**config.mk**
```make
export PLATFORM = sky130hd
export DESIGN_NAME = tmds_serializer
export DESIGN_NICKNAME = d
export VERILOG_FILES = /design/src/rtl/tmds_pkg.sv /design/src/rtl/tmds_serializer.sv
export SDC_FILE = /design/constraint.sdc
export NUM_CORES = 1
export LEC_CHECK = 0
export ABC_CLOCK_PERIOD_IN_PS = 3000
export BUFFER_PORTS_ARGS = -buffer_cell sky130_fd_sc_hd__clkbuf_2
export CAP_MARGIN = 20
export CELL_PAD_IN_SITES_DETAIL_PLACEMENT = 2
export CELL_PAD_IN_SITES_GLOBAL_PLACEMENT = 2
export CORE_UTILIZATION = 39
export DETAILED_ROUTE_END_ITERATION = 10
export PLACE_DENSITY_LB_ADDON = 0.1
export SYNTH_ARGS = -nofsm -noshare
export SYNTH_HDL_FRONTEND = slang
export SYNTH_SLANG_ARGS = --single-unit
```
**constraint.sdc**
```tcl
create_clock -name i_clk -period 3 [get_ports i_clk]
set_input_delay 0.3 -clock i_clk [delete_from_list [all_inputs] [get_ports i_clk]]
set_output_delay 0.3 -clock i_clk [all_outputs]
set_load 0.01 [all_outputs]
```
**src/rtl/tmds_pkg.sv**
```systemverilog
// -----------------------------------------------------------------------------
// tmds_pkg
// Shared constants and types for the TMDS output path.
//   SYM_W             : TMDS symbol width (always 10)
//   CTRL_00..CTRL_11  : the four DC-neutral TMDS control symbols
//   IDLE_SYM_DEFAULT  : symbol sent when nothing else is available
//   LAST_BIT          : bit counter value of the final bit in a symbol
//   load_src_e        : where the serializer shift register is refilled from
// -----------------------------------------------------------------------------
package tmds_pkg;

  localparam int SYM_W = 10;

  localparam logic [9:0] CTRL_00 = 10'b1101010100;
  localparam logic [9:0] CTRL_01 = 10'b0010101011;
  localparam logic [9:0] CTRL_10 = 10'b0101010100;
  localparam logic [9:0] CTRL_11 = 10'b1010101011;

  localparam logic [9:0] IDLE_SYM_DEFAULT = CTRL_00;

  localparam logic [3:0] LAST_BIT = 4'd9;

  // Source of the next shift register contents on a given edge.
  typedef enum logic [1:0] {
    SRC_SHIFT  = 2'd0,  // mid-word: keep shifting toward the LSB
    SRC_BUF    = 2'd1,  // word boundary: drain the holding buffer
    SRC_BYPASS = 2'd2,  // word boundary: buffer empty, take i_sym_in directly
    SRC_IDLE   = 2'd3   // word boundary: nothing available, send the idle code
  } load_src_e;

endpackage

```
**src/rtl/tmds_serializer.sv**
```systemverilog
// -----------------------------------------------------------------------------
// tmds_serializer
// 10:1 TMDS serializer on the bit-rate clock. Symbols from the encoder are
// accepted through a valid/ready handshake into a one-entry holding buffer
// and shifted out LSB first, one bit per clock. At each word boundary the
// shift register is refilled from the buffer, else straight from the input,
// else with the idle control symbol (which is counted as an underflow).
//
// Ports
//   i_clk           : bit-rate clock, rising edge
//   i_rst_n         : asynchronous active-low reset
//   i_sym_in        : encoded TMDS symbol
//   i_sym_valid     : i_sym_in is valid
//   o_sym_ready     : symbol is accepted on this edge if i_sym_valid is high
//   o_sdata         : serial bit (shift register LSB)
//   o_word_start    : high while o_sdata carries bit 0 of a symbol
//   o_underflow     : one-cycle pulse when the idle symbol was substituted
//   o_underflow_cnt : saturating count of idle substitutions
// -----------------------------------------------------------------------------
module tmds_serializer #(
  parameter int               SYM_W    = tmds_pkg::SYM_W,  // only 10 is supported
  parameter logic [SYM_W-1:0] IDLE_SYM = tmds_pkg::IDLE_SYM_DEFAULT,
  parameter int               UF_W     = 16
) (
  input  logic             i_clk,
  input  logic             i_rst_n,
  input  logic [SYM_W-1:0] i_sym_in,
  input  logic             i_sym_valid,
  output logic             o_sym_ready,
  output logic             o_sdata,
  output logic             o_word_start,
  output logic             o_underflow,
  output logic [UF_W-1:0]  o_underflow_cnt
);

  import tmds_pkg::*;

  // Registered state
  logic [SYM_W-1:0] r_shift;
  logic [3:0]       r_bit_cnt;
  logic [SYM_W-1:0] r_buf;
  logic             r_buf_full;
  logic             r_underflow;
  logic [UF_W-1:0]  r_uf_cnt;

  // Combinational control and next-state values
  logic             w_load;
  logic             w_sym_ready;
  logic             w_accept;
  logic             w_buf_wr;
  logic             w_uf_sat;
  load_src_e        w_src;
  logic [SYM_W-1:0] w_shift_nxt;
  logic [3:0]       w_bit_cnt_nxt;
  logic [SYM_W-1:0] w_buf_nxt;
  logic             w_buf_full_nxt;
  logic             w_underflow_nxt;
  logic [UF_W-1:0]  w_uf_cnt_nxt;

  // The edge that ends the last bit of a word refills the shift register.
  assign w_load = (r_bit_cnt == LAST_BIT);

  // Ready depends only on registers: the buffer has room now, or it is
  // being drained into the shift register on this very edge.
  assign w_sym_ready = !r_buf_full || w_load;
  assign w_accept    = i_sym_valid && w_sym_ready;
  assign w_uf_sat    = &r_uf_cnt;

  // Choose the shift register source, buffer first so ordering is preserved.
  always_comb begin
    if (!w_load) begin
      w_src = SRC_SHIFT;
    end else if (r_buf_full) begin
      w_src = SRC_BUF;
    end else if (i_sym_valid) begin
      w_src = SRC_BYPASS;
    end else begin
      w_src = SRC_IDLE;
    end
  end

  // A bypassed symbol goes straight into the shift register, never the buffer.
  assign w_buf_wr = w_accept && (w_src != SRC_BYPASS);

  // Next shift register, bit counter and underflow bookkeeping.
  always_comb begin
    w_shift_nxt     = {1'b0, r_shift[SYM_W-1:1]};
    w_bit_cnt_nxt   = r_bit_cnt + 4'd1;
    w_underflow_nxt = 1'b0;
    w_uf_cnt_nxt    = r_uf_cnt;
    case (w_src)
      SRC_SHIFT: begin
        w_shift_nxt   = {1'b0, r_shift[SYM_W-1:1]};
        w_bit_cnt_nxt = r_bit_cnt + 4'd1;
      end
      SRC_BUF: begin
        w_shift_nxt   = r_buf;
        w_bit_cnt_nxt = 4'd0;
      end
      SRC_BYPASS: begin
        w_shift_nxt   = i_sym_in;
        w_bit_cnt_nxt = 4'd0;
      end
      SRC_IDLE: begin
        w_shift_nxt     = IDLE_SYM;
        w_bit_cnt_nxt   = 4'd0;
        w_underflow_nxt = 1'b1;
        // Counter sticks at all-ones instead of wrapping.
        if (w_uf_sat) begin
          w_uf_cnt_nxt = r_uf_cnt;
        end else begin
          w_uf_cnt_nxt = r_uf_cnt + {{(UF_W-1){1'b0}}, 1'b1};
        end
      end
      default: begin
        w_shift_nxt     = IDLE_SYM;
        w_bit_cnt_nxt   = 4'd0;
        w_underflow_nxt = 1'b0;
        w_uf_cnt_nxt    = r_uf_cnt;
      end
    endcase
  end

  // Holding buffer: a write on a draining edge refills it (old contents have
  // just moved to the shift register), otherwise a drain empties it.
  always_comb begin
    w_buf_nxt      = r_buf;
    w_buf_full_nxt = r_buf_full;
    if (w_buf_wr) begin
      w_buf_nxt      = i_sym_in;
      w_buf_full_nxt = 1'b1;
    end else if (w_src == SRC_BUF) begin
      w_buf_nxt      = r_buf;
      w_buf_full_nxt = 1'b0;
    end else begin
      w_buf_nxt      = r_buf;
      w_buf_full_nxt = r_buf_full;
    end
  end

  // State registers; reset starts an idle word with an empty buffer.
  always_ff @(posedge i_clk or negedge i_rst_n) begin
    if (!i_rst_n) begin
      r_shift     <= IDLE_SYM;
      r_bit_cnt   <= 4'd0;
      r_buf       <= {SYM_W{1'b0}};
      r_buf_full  <= 1'b0;
      r_underflow <= 1'b0;
      r_uf_cnt    <= {UF_W{1'b0}};
    end else begin
      r_shift     <= w_shift_nxt;
      r_bit_cnt   <= w_bit_cnt_nxt;
      r_buf       <= w_buf_nxt;
      r_buf_full  <= w_buf_full_nxt;
      r_underflow <= w_underflow_nxt;
      r_uf_cnt    <= w_uf_cnt_nxt;
    end
  end

  assign o_sym_ready     = w_sym_ready;
  assign o_sdata         = r_shift[0];
  assign o_word_start    = (r_bit_cnt == 4'd0);
  assign o_underflow     = r_underflow;
  assign o_underflow_cnt = r_uf_cnt;

endmodule

```
== After elaboration in Yosys (flattened, before gate mapping) ==
Cells that the tools add are included.
Cells by class
  add/subtract/negate cells: 2
  multiply operators: 0
  divide/modulo/power cells: 0
  $lt $le $gt $ge: 0
  equal/unequal tests: 5
  shifts and indexed selects: 0
  multiplexer cells: 8
  bitwise gates (word level): 1
  reduce and logical (&&, ||, !) cells: 10
Operators with widths (number)
  $pmux 10 s4: 1
  $add 16x1->16 const B: 1
  $reduce_and 16->1: 1
  $pmux 4 s2: 1
  $add 4x1->4 const B: 1
  $eq 2x2->1 const B: 2
  $eq 4x4->1 const B: 1
  $logic_not 4->1: 1
  $mux 1: 4
  $mux 2: 2
  $reduce_or 3->1: 1
  $eq 2x1->1 const B: 1
  $logic_and 1x1->1: 2
  $logic_not 2->1: 1
  $ne 2x2->1 const B: 1
  $reduce_and 2->1: 1
  $reduce_bool 2->1: 1
  $logic_not 1->1: 1
  $logic_or 1x1->1: 1
  $not 1->1: 1
Word-level totals
  flip-flop bits (word level): 42
  latch bits: 0
  RAM bits: 0
  memory bits (read-only): 0
  input port bits: 13
  output and inout port bits: 20
  word-level logic and storage cells: 32
  memories: 0

== Depth between registers and ports, before layout ==
  word-level depth: 6
  mapped depth: 7
  mapped depth without buffers: 6

== Worst setup path after synthesis ==
Ideal clock, no wire load.
  kind: reg-to-reg
  start point: register r_bit_cnt[1]
  end point: register r_uf_cnt[12] (netlist: o_underflow_cnt[12])
  library setup time: 0.125 ns
  arrival time: 1.752 ns
  required time: 2.875 ns
  path slack: 1.123 ns
  cell stages (with the launch flop): 7
  buffers on the path: 0
  clock period less this slack: 1.877 ns
  path through: dfrtp_1 inv_1 ha_1 nand4bb_1 or4_4 nor3_1 mux2_2
Between the ends
  longest elaborated chain between the ends: 4
RTL lines
  start: declaration: line tmds_serializer.sv:40  | logic [3:0] r_bit_cnt;
  start signal: assignment: line tmds_serializer.sv:152  | r_bit_cnt <= w_bit_cnt_nxt;
  $eq 4x4->1: line tmds_serializer.sv:61  | assign w_load = (r_bit_cnt == LAST_BIT);
  $mux 2: line tmds_serializer.sv:71  | if (!w_load) begin
  $eq 2x2->1: line tmds_serializer.sv:91  | case (w_src)
  $reduce_and 2->1 (no line)
  end signal: assignment: line tmds_serializer.sv:149  | r_uf_cnt <= {UF_W{1'b0}};
  end signal: assignment: line tmds_serializer.sv:156  | r_uf_cnt <= w_uf_cnt_nxt;
  end: declaration: line tmds_serializer.sv:44  | logic [UF_W-1:0] r_uf_cnt;
Every way passes these cells.
A chain may end at the register's enable or synchronous reset.

== Worst setup path in the final report ==
  start point: register r_bit_cnt[0]
  end point: register r_buf[9]
Between the ends
  longest elaborated chain between the ends: 4
  elaborated cells on any way between the ends: 6
  those cells by class: eq/ne: 2; mux: 1; reduce/logical: 3
RTL lines
  $eq 4x4->1 *: line tmds_serializer.sv:61
  $mux 2 / $logic_or 1x1->1 (equally long branches): line tmds_serializer.sv:71, tmds_serializer.sv:65
  $ne 2x2->1 / $logic_and 1x1->1 (equally long branches): line tmds_serializer.sv:83, tmds_serializer.sv:66
  $logic_and 1x1->1 *: line tmds_serializer.sv:83  | assign w_buf_wr = w_accept && (w_src != SRC_BYPASS);
  end signal: assignment: line tmds_serializer.sv:146  | r_buf <= {SYM_W{1'b0}};
  end signal: assignment: line tmds_serializer.sv:153  | r_buf <= w_buf_nxt;
  end: declaration: line tmds_serializer.sv:41  | logic [SYM_W-1:0] r_buf;
Every way passes the cells marked *; elsewhere a longest branch is shown, timed or not.

==> impl_metrics.yaml <==
status:
  outcome: "complete, no violations"
detailed_routing:
  num_vias: 1384
  post-route-drc-count: 0
  wl_met1_um: 1860
  dr.first_iter.drc_count: 38
  postRouteAntennaNets: 0
  highest_layer: "met4"
  firstDrtPassIters: 2
  met3_length_um: 118
  wl_per_cell_um: 16.0
  wl_met2_um: 2340
  vias_per_cell: 5.07
  drt-total-wl_um: 4360
critical_path:
  crit_type: "reg2reg"
  path_buf_inv: 1
  arrival_ns: 2.34
  crit_family: "simple AND/OR/NAND/NOR gates"
  crit_path_end_kind: "flip-flop"
  required_ns: 3.18
  cp_max_fo: 22
  r2r_setup_slack_ns: 0.83
  crit_slowest_cell: "nand3b_1"
  crit_chain: "ha_1, nand3b_1, buf_4, nor2_1, nand3b_1, mux2_2"
  crit_path_frequent_cell: "nand3b_1"
  critPathLaunchType: "flip-flop"
  max_stage_delay_ns: 0.49
sta:
  relSlewSlack: 0.595
  finalSetupTns_ns: 0
  hold_violations: 0
  period_needed_ns: 2.17
  skew_ns: 0.00590
  period_share: 0.722
  timing_worst_slew_pin_value_ns: 0.602
  slew_viol_final: 0
  setup_viol: 0
  timing.fmax_mhz: 462
  rsz0062_at_grt: "false"
yosys:
  syn_inst: 168
  synth-edff-count: 0
  ys_ff_latch: 42
  syn_area_per_cell_um2: 11.6
  yosysTopAreaCell: "dfrtp_1"
  yosys-top-cells-area: "dfrtp_1, mux2_2, dfstp_2"
  netlist_area_um2: 1940
  synth_cell_types: 34
  async_reset_ff_frac: 1.00
  synth.net_count: 185
  yosysWarningCount: 0
  synth_top_cell_area_share: 0.476
  ys_seq_area_frac: 0.544
  synth-main-ff-cell: "dfrtp_1"
run:
  drv_cap: 0
cells_and_area:
  layout-drive-gt1-share: 0.340
  fin_util: 0.487
  diodes: 0
  layout_commonest_cell: "dfrtp_1"
  nets: 222
  nFillCells: 531
  area_growth_pct: 19.2
  final_cell_mix: "dfrtp_1, clkbuf_2, nand2_1"
global_routing:
  grt_pass1_wl_um: 7200
  antenna_found_initial: 0
  grt_pass1_vias: 1506
  grt_max_degree: 43
  grtUsageTotal: 0.181
  grt_overflow: 0
cts:
  holdBufCountCts: 0
  cts_resized: 0
  clock_path_buffers: 2
  path_clk_slew_ns: 0.09
  clock_latency_ns: 0.29
  cts_tree: "done"
  htreeDepth: 2
  root_buffer: "clkbuf_8"
  numClockSinks: 42
  cts_inserted_buffers: 5
  cts_setup_buffers: 0
worst_hold_path:
  hold_path_class: "in2reg"
placement:
  dp_hpwl_um: 3190
  io_buffers: 32
  globalplace.congestion: 0.766
floorplan:
  boundaryPins: 33
  dieWidth_um: 72.6
  dieArea_um2: 5270
  core_area_um2: 4750
  start_util: 0.409
  die_y_um: 72.6
  row_count: 25
pwr:
  power.static_leakage_nw: 1.11
  power_per_cell_area_nw_per_um2: 494
  irDropWorstVdd_uv: 321
[final cells by class]
cell class	instances	area, um2	share of cell area
sequential	42	1060	0.457
clock inverter	3	43.8	0.0189
inverter	5	18.8	0.00810
tap	67	83.8	0.0362
multi-input combinational	116	846	0.365
clock buffer	5	68.8	0.0297
timing repair buffer	35	198	0.0854
[per-layer routing]
metal  global-route usage  up-vias
met2                0.330       22
met3               0.0331        5
met5                    0        -
li1                     -      665
met1                0.216      692
met4               0.0523        0
[cell families (layout without fill, tap and decap cells)]
logic type	after synthesis	count (layout)	synth area share
and+or+nand+nor	61	61	0.195
DFF	42	42	0.544
AOI/OAI and AO/OA	23	23	0.0689
xor gates and xnor gates	14	14	0.0631
muxes	13	13	0.0773
buffers and inverters	10	48	0.0206
adders and majority gates	5	5	0.0309
[report_power, final]
part / internal, mW / switching [mW]
logic: 0.0415 / 0.0402
clock network: 0.250 / 0.207
registers: 0.593 / 0.0135
[Yosys cell counts (4+ instances only)]
cell	instances
nand3_1	5
mux2_2	12
ha_1	4
dfstp_2	5
o21ai_0	13
dfrtp_1	37
xor2_1	13
nand2_1	19
nor3_1	5
nor2_1	4
o22ai_1	5
inv_1	5
a22oi_1	5
[path summary, 6_finish.rpt]
path                              start                   to  cells past startpoint
setup / recovery           r_bit_cnt[0]             r_buf[9]                      6
hold / removal              i_sym_in[8]             r_buf[8]                      2
setup reg to reg           r_bit_cnt[0]             r_buf[9]                      6
hold reg to reg              r_shift[3]           r_shift[2]                      2
max in group asynchronous       i_rst_n           r_shift[8]                      3
min in group asynchronous       i_rst_n  o_underflow_cnt[12]                      2
[state kept, by name, summed over array words and instances (netlist names)]
| signal | flops |
|---|---|
| o_underflow | 1 |
| o_underflow_cnt | 16 |
| r_bit_cnt | 4 |
| r_buf | 10 |
| r_buf_full | 1 |
| r_shift | 10 |
[worst reg2reg max path: stages, from the launching register on]
cell	delay, ns
dfrtp_1	0.42
ha_1	0.25
nand3b_1	0.15
buf_4	0.24
nor2_1	0.06
nand3b_1	0.49
mux2_2	0.44
[metrics by stage]
stage | area, um2 | instances | hold WS (ns) | setup slack (ns) | power [mW]
final | 2320 | 273 | 0.253 | 0.834 | 1.14
after global routing | 2320 | 273 | 0.253 | 0.685 | 1.19
after CTS | 2290 | 271 | 0.204 | 0.804 | 1.16
after detailed placement | 2170 | 263 | 0.460 | 0.818 | 0.696
after global placement | 2170 | 263 | 0.441 | 0.947 | 0.688
after floorplan | 1940 | 168 | 0.00441 | 1.12 | 0.657
Note: power is estimated with default switching activity, not from simulation.
